## src/rtl/aes_round_sched_pkg.sv

```systemverilog
// Shared types and round-count decode for the iterative AES round scheduler.
package aes_round_sched_pkg;

    typedef enum logic [2:0] {
        IDLE,
        WAIT_IN,
        ROUND,
        OUT,
        DONE
    } aes_sched_state_t;

    typedef enum logic [1:0] {
        KEY_128  = 2'd0,
        KEY_192  = 2'd1,
        KEY_256  = 2'd2,
        KEY_RSVD = 2'd3
    } aes_key_len_t;

    localparam int AES_NR_128 = 10;
    localparam int AES_NR_192 = 12;
    localparam int AES_NR_256 = 14;

    // Reserved key length decodes to 0; the scheduler rejects it before use.
    function automatic logic [3:0] aes_nr(input aes_key_len_t key_len);
        case (key_len)
            KEY_128: aes_nr = 4'(AES_NR_128);
            KEY_192: aes_nr = 4'(AES_NR_192);
            KEY_256: aes_nr = 4'(AES_NR_256);
            default: aes_nr = 4'd0;
        endcase
    endfunction

endpackage

```

## src/rtl/aes_round_sched.sv

```systemverilog
// Block/round sequencer for the iterative AES datapath: accepts plaintext,
// steps Nr rounds with key expansion, and hands the ciphertext to the sink.
module aes_round_sched
    import aes_round_sched_pkg::*;
#(
    parameter int CNT_W = 16,
    parameter int RND_W = 4
) (
    input  logic             clk,
    input  logic             reset,
    input  logic             clear,
    input  logic             enable_i,
    input  logic             start_i,
    input  logic [1:0]       key_len_i,
    input  logic [CNT_W-1:0] num_blocks_i,
    input  logic             in_valid_i,
    output logic             in_ready_o,
    output logic             load_o,
    output logic             key_restart_o,
    output logic             round_en_o,
    output logic             key_step_o,
    output logic [RND_W-1:0] round_idx_o,
    output logic             last_round_o,
    output logic             out_valid_o,
    input  logic             out_ready_i,
    output logic             busy_o,
    output logic             done_o,
    output logic             err_o,
    output logic [CNT_W-1:0] blocks_done_o
);

    aes_sched_state_t state;
    logic [RND_W-1:0] round_cnt;
    logic [RND_W-1:0] nr;
    logic [CNT_W-1:0] remaining;
    logic [CNT_W-1:0] blocks_done;
    logic             err_q;
    logic             in_round;

    // NOTE: every register here is written with <= so all updates in a cycle
    // see the pre-edge values, independent of statement order.
    always_ff @(posedge clk) begin
        if (reset || clear) begin
            state       <= IDLE;
            round_cnt   <= '0;
            nr          <= '0;
            remaining   <= '0;
            blocks_done <= '0;
            err_q       <= 1'b0;
        end else begin
            err_q <= 1'b0;
            case (state)
                IDLE: begin
                    if (start_i) begin
                        if (aes_key_len_t'(key_len_i) == KEY_RSVD) begin
                            err_q <= 1'b1;
                        end else begin
                            nr          <= RND_W'(aes_nr(aes_key_len_t'(key_len_i)));
                            remaining   <= num_blocks_i;
                            blocks_done <= '0;
                            state       <= (num_blocks_i == '0) ? DONE : WAIT_IN;
                        end
                    end
                end
                WAIT_IN: begin
                    if (in_valid_i) begin
                        round_cnt <= RND_W'(1);
                        state     <= ROUND;
                    end
                end
                ROUND: begin
                    // A deasserted enable freezes the round counter and state.
                    if (enable_i) begin
                        if (round_cnt == nr) begin
                            round_cnt <= '0;
                            state     <= OUT;
                        end else begin
                            round_cnt <= round_cnt + RND_W'(1);
                        end
                    end
                end
                OUT: begin
                    if (out_ready_i) begin
                        blocks_done <= blocks_done + CNT_W'(1);
                        if (remaining == CNT_W'(1)) begin
                            state <= DONE;
                        end else begin
                            remaining <= remaining - CNT_W'(1);
                            state     <= WAIT_IN;
                        end
                    end
                end
                DONE: begin
                    state <= IDLE;
                end
                default: begin
                    state <= IDLE;
                end
            endcase
        end
    end

    // Handshake outputs decode the state register only, so neither ready nor
    // valid depends combinationally on the partner's signal.
    assign in_round      = (state == ROUND);
    assign in_ready_o    = (state == WAIT_IN);
    assign load_o        = in_ready_o && in_valid_i;
    assign key_restart_o = load_o;
    assign round_en_o    = in_round && enable_i;
    assign key_step_o    = round_en_o;
    assign round_idx_o   = in_round ? round_cnt : '0;
    assign last_round_o  = in_round && (round_cnt == nr);
    assign out_valid_o   = (state == OUT);
    assign busy_o        = (state != IDLE);
    assign done_o        = (state == DONE);
    assign err_o         = err_q;
    assign blocks_done_o = blocks_done;

endmodule

```

## config.mk

```make
export PLATFORM = sky130hd
export DESIGN_NAME = aes_round_sched
export DESIGN_NICKNAME = d
export VERILOG_FILES = /design/src/rtl/aes_round_sched_pkg.sv /design/src/rtl/aes_round_sched.sv
export SDC_FILE = /design/constraint.sdc
export NUM_CORES = 1
export LEC_CHECK = 0
export CORE_MARGIN = 2
export CORE_UTILIZATION = 45
export CTS_CLUSTER_SIZE = 40
export DETAILED_ROUTE_END_ITERATION = 8
export GPL_TIMING_DRIVEN = 0
export HOLD_SLACK_MARGIN = 0.02
export PLACE_DENSITY = 0.75
export RECOVER_POWER = 100
export SYNTH_ARGS = -nofsm -noshare
export SYNTH_HDL_FRONTEND = slang
export SYNTH_SLANG_ARGS = --single-unit
export TNS_END_PERCENT = 10
```

## constraint.sdc

```tcl
create_clock -name clk -period 2.7 [get_ports clk]
set_input_delay 0.81 -clock clk [delete_from_list [all_inputs] [get_ports clk]]
set_output_delay 0.81 -clock clk [all_outputs]
set_load 0.005 [all_outputs]
```

Yosys cells after proc, flatten, opt, wreduce, memory -nomap -nowiden
Cells that the tools add are included.
Storage, ports and cells
  flip-flop bits (word level): 44
  input port bits: 25
  output and inout port bits: 30
  word-level logic and storage cells: 69
Operators by class
  add/subtract/negate cells: 3
  eq/ne operators: 16
  mux-type cells: 25
  bitwise operators: 3
  reduce and logical (&&, ||, !) cells: 16
Operators with widths (number)
  $mux W16: 7
  $pmux W16 S2: 2
  $mux W3: 8
  $add A16 B1 Y16 const B: 1
  $eq A16 B1 Y1 const B: 1
  $logic_not A16 Y1: 1
  $mux W4: 4
  $sub A16 B1 Y16 const B: 1
  $pmux W3 S4: 1
  $pmux W4 S3: 1
  $ne A2 B2 Y1 const B: 5
  $pmux W4 S2: 1
  $eq A3 B2 Y1 const B: 2
  $reduce_and A3 Y1: 2
  $reduce_and A6 Y1: 1
  $reduce_and A5 Y1: 1
  $add A4 B1 Y4 const B: 1
  $eq A2 B2 Y1 const B: 2
  $eq A4 B4 Y1: 1
  $ne A2 B1 Y1 const B: 2
  $reduce_and A4 Y1: 1
  $reduce_bool A2 Y1: 2
  $eq A3 B1 Y1 const B: 1
  $eq A3 B3 Y1 const B: 1
  other kinds (9): 13

Depth between registers and ports, before layout
Gate-level depths: netlist of run 1.
  depth after elaboration: 5
  mapped depth: 8
  gate-level depth less buffers: 7

Worst setup path after synthesis of run 1
OpenSTA, ideal clock, no wires.
  path kind: input to register
  start: in key_len_i[0]
  end: reg blocks_done[2] (netlist: blocks_done_o[2])
  setup time: 0.116 ns
  arrival: 2.188 ns
  data required time: 2.584 ns
  setup slack: 0.396 ns
  stages: 6
  path buffers: 1
  cells stage by stage: ha_1 > or3b_2 > or3_1 > nand2_1 > buf_4 > nor2_1
Between the ends
  word-level cells in the longest chain between the ends: 3
RTL lines
  start: declaration: RTL line aes_round_sched.sv:14  | input logic [1:0] key_len_i,
  $eq A2 B2 Y1: RTL line aes_round_sched.sv:55  | if (aes_key_len_t'(key_len_i) == KEY_RSVD) begin
  $ne A2 B2 Y1 (no line)
  $reduce_and A4 Y1 (no line)
  end signal: assignment: RTL line aes_round_sched.sv:84  | blocks_done <= blocks_done + CNT_W'(1);
  end: declaration: RTL line aes_round_sched.sv:36  | logic [CNT_W-1:0] blocks_done;
No other way between the ends.
A chain may end at the register's enable or synchronous reset.

Worst setup path after layout of run 1
  start: in in_valid_i
  end: out load_o
Between the ends
  word-level cells in the longest chain between the ends: 1
RTL lines
  start: declaration: RTL line aes_round_sched.sv:16  | input logic in_valid_i,
  $logic_and A1 B1 Y1: RTL line aes_round_sched.sv:107  | assign load_o = in_ready_o && in_valid_i;
  end: declaration: RTL line aes_round_sched.sv:18  | output logic load_o,
No other way between the ends.

==> run_results.csv, run 1 <==
group,metric,value,unit
sta,finalSetupTns,0,ps
min_path,min_path_type,"reg2reg",
detailed_routing,final_wl,6800,µm
finish,antenna_cells_inserted,0,
synthesis,syn_avg_cell_area,7.91,µm²
synthesis,post-synth-top-count-cell,"dfxtp_1",
synthesis,synth_seq_area_share,0.341,
synthesis,synth.ff_latch_count,43,
finish,final-seq-area,867,µm²
pwr,leakage,0.00127,µW
synthesis,ys.warnings.count,0,
clocking,clk_pin_slew,80,ps
sta,relSlewSlack,0.412,
finish,flow.area_growth_from_synthesis,31.6,%
detailed_routing,detailroute.via_count,2624,
floorplanning,area_of_the_die,0.00622,mm²
sta,finalSetupViolCount,0,
floorplanning,row_count,27,
detailed_routing,viasPerCell,5.75,
synthesis,syn_nets,351,
synthesis,post_synthesis_cell_area,0.00252,mm²
global_routing,grt_use_total,0.227,
sta,hold_viol,0,
finish,num-fill-cells,512,
pwr,comb_power_share,0.152,
critical_path,worstSetupStartpointType,"input port",
detailed_routing,drt-wirelength-per-cell,14.9,µm
floorplanning,chip_height,78.9,µm
pwr,pwr-share-clk,0.374,
detailed_routing,drt-initial-drc-count,132,
pwr,power.ir.vdd_worst,0.261,mV
synthesis,synthTopCellsByArea,"dfxtp_1, a21oi_1, nor2_1",
synthesis,synth_async_sr_flop_share,0,
global_routing,maximum_number_of_pins_on_one_net_before_global_route_repair,15,
critical_path,required_time_of_the_worst_setup_path,1890,ps
pwr,switch_share,0.271,
synthesis,edff_count_synth,0,
detailed_routing,drcViolationCount,0,
placement,placement.io_buffers,54,
sta,setup_repair_after_global_routing_missed_its_margin,"true",
sta,layout_worst_path_cycle_share,0.983,
placement,hpwlAfterDp,4940,µm
pwr,cellInternalPower,1020,µW
clocking,cts-htree-levels,2,
sta,post-route-worst-setup-slack,45.2,ps
pwr,power_density,419,mW/mm²
global_routing,grt_first_pass_wirelength,11300,µm
sta,fmax,377,MHz
sta,fin_skew,5.12,ps
synthesis,synth_flop_cell,"dfxtp_1",
floorplanning,fp.dieW,78.9,µm
critical_path,path_max_fanout,3,
detailed_routing,drtAntennaViolNets,0,
critical_path,crit_path_end_kind,"primary output",
outcome,outcome,"finished, final reports clean",
synthesis,synthesis.instances,319,
clocking,clkSinkCount,43,
clocking,cts_tree,"built",
sta,worst_slew_pin_slew,879,ps
detailed_routing,firstDrtPassIters,5,
floorplanning,floorplan.initialDensity,0.461,
flow_run,drv.max_cap_violation_count,0,
critical_path,worst-setup-path-type,"in2out",
finish,final_layout_size_suffix_gt1_frac,0.112,
sta,layout_min_cycle_time,2650,ps
clocking,cts_buffers,5,
sta,hold_ws,491,ps
pwr,total_switching_power,377,µW
placement,gpl.final_weighted_congestion,0.908,
sta,slew_violations,0,
global_routing,first_global_vias,2460,
finish,multiInputGateArea,0.00155,mm²
synthesis,synth.lib_cells_used.distinct,56,
clocking,cts_hold_buffers,0,
global_routing,grt_antenna_before_repair,0,
critical_path,worst_ep_arrival_time,1840,ps
placement,pre_cts_slack,-312,ps
synthesis,yosysTopAreaCell,"dfxtp_1",
finish,finalNetCount,415,
floorplanning,standard_cell_core_area,0.00547,mm²
clocking,clkLatencyLatePin,310,ps
floorplanning,io_pins,55,
global_routing,global_route.overflow_total,0,
pwr,seq_power_share,0.473,
synthesis,netlist.area_leader.share,0.341,
clocking,cts_buffer_depth,2,
synthesis,synth_top_cells_by_count,"dfxtp_1, nor2_1, a21oi_1, nand2_1, o21ai_0",
clocking,cts-root-buf,"clkbuf_8",
-- cell usage in the layout (no fill, tap or decap), types with 3 or more instances in the layout --
cell / synthesis / final
nand3b_1: 4 / 4
nand3_1: 9 / 9
nor4_1: 10 / 9
a32o_1: 3 / 3
o21ai_0: 22 / 22
or3_1: 6 / 6
a211oi_1: 4 / 4
nor3_1: 19 / 18
nand2_1: 29 / 28
ha_1: 7 / 7
nand4_1: 5 / 5
xor2_1: 3 / 3
dfxtp_1: 43 / 40
a21oi_1: 30 / 30
clkbuf_1: 8 / 6
buf_4: 3 / 5
nor2_1: 31 / 31
clkbuf_2: 0 / 4
dlygate4sd3_1: 0 / 20
clkbuf_8: 0 / 5
xnor2_1: 11 / 11
inv_1: 14 / 13
o21a_1: 3 / 3
and2_1: 6 / 5
clkdlybuf4s50_1: 0 / 32
-- power groups by stage --
stage / registers [µW] / clock network [µW] / logic, µW
2_1_floorplan: 670 / 0 / 120
3_3_place_gp: 673 / 0 / 202
3_5_place_dp: 673 / 0 / 205
4_1_cts: 658 / 529 / 207
5_1_grt: 661 / 556 / 231
6_report: 659 / 521 / 212
-- cells by family (layout without fill, tap and decap cells) --
logic type,after synthesis,count (layout),share of synthesized area
AOI/OAI and AO/OA,84,84,0.216
xor gates and xnor gates,14,14,0.0486
adders and majority gates,7,7,0.0347
buffers and inverters,30,95,0.0541
DFF,43,43,0.341
muxes,3,3,0.0124
and+or+nand+nor,138,138,0.293
-- critical path, stage by stage --
cell and delay [ps]:
clkdlybuf4s15_1 210, nand2_1 80, nor3_2 130, buf_4 130, clkdlybuf4s50_1 480
-- sequential cells by signal, summed over array words and instances (netlist names) --
signal / count
blocks_done_o: 16
remaining: 16
round_cnt: 4
nr: 3
state: 3
err_o: 1
-- per-stage QoR --
stage               instance area [µm²]  cells  utilization  total power [µW]
global placement                   3150    445        0.576               875
CTS                                3300    453        0.604              1390
global route                       3320    456        0.607              1450
detailed placement                 3150    445        0.576               878
finish                             3320    456        0.607              1390
floorplan                          2520    319            -               790
-- path summary, 6_finish.rpt --
path	from	to	slack, ps	depth (start not counted)
hold reg to reg	nr[2]	nr[2]	490	2
hold / removal	nr[2]	nr[2]	490	2
setup / recovery	in_valid_i	load_o	50	5
setup reg to reg	remaining[7]	remaining[3]	680	5
-- cell type report --
type	count	area share
buffer	16	0.0275
inverter	14	0.0158
clock inverter	3	0.0132
multi-input combinational	246	0.466
sequential	43	0.261
tap	72	0.0271
clock buffer	5	0.0207
timing repair buffer	57	0.168
-- repair_timing --
| item | in CTS | in global routing |
|---|---|---|
| cloned | 0 | 0 |
| buffers inserted | 0 | 3 |
| endpoints found under the setup margin | 11 | 15 |
| endpoints found under the hold margin | 0 | 0 |
| pin swaps | 1 | 3 |
| gates resized for setup | 15 | 5 |
-- metal layers --
| metal | share of wire | global-route usage |
|---|---|---|
| met5 | 0 | 0 |
| met4 | 0.018 | 0.0879 |
| met3 | 0.067 | 0.0386 |
| met2 | 0.48 | 0.394 |
| met1 | 0.43 | 0.281 |
(Power assumes the default switching activity.)
==> inputs of run 2 (changes only) <==
Settings changed: GPL_ROUTABILITY_DRIVEN set to 0.
==> results of run 2 <==
No change in the layout: final DEF, timing and power equal those of run 1.
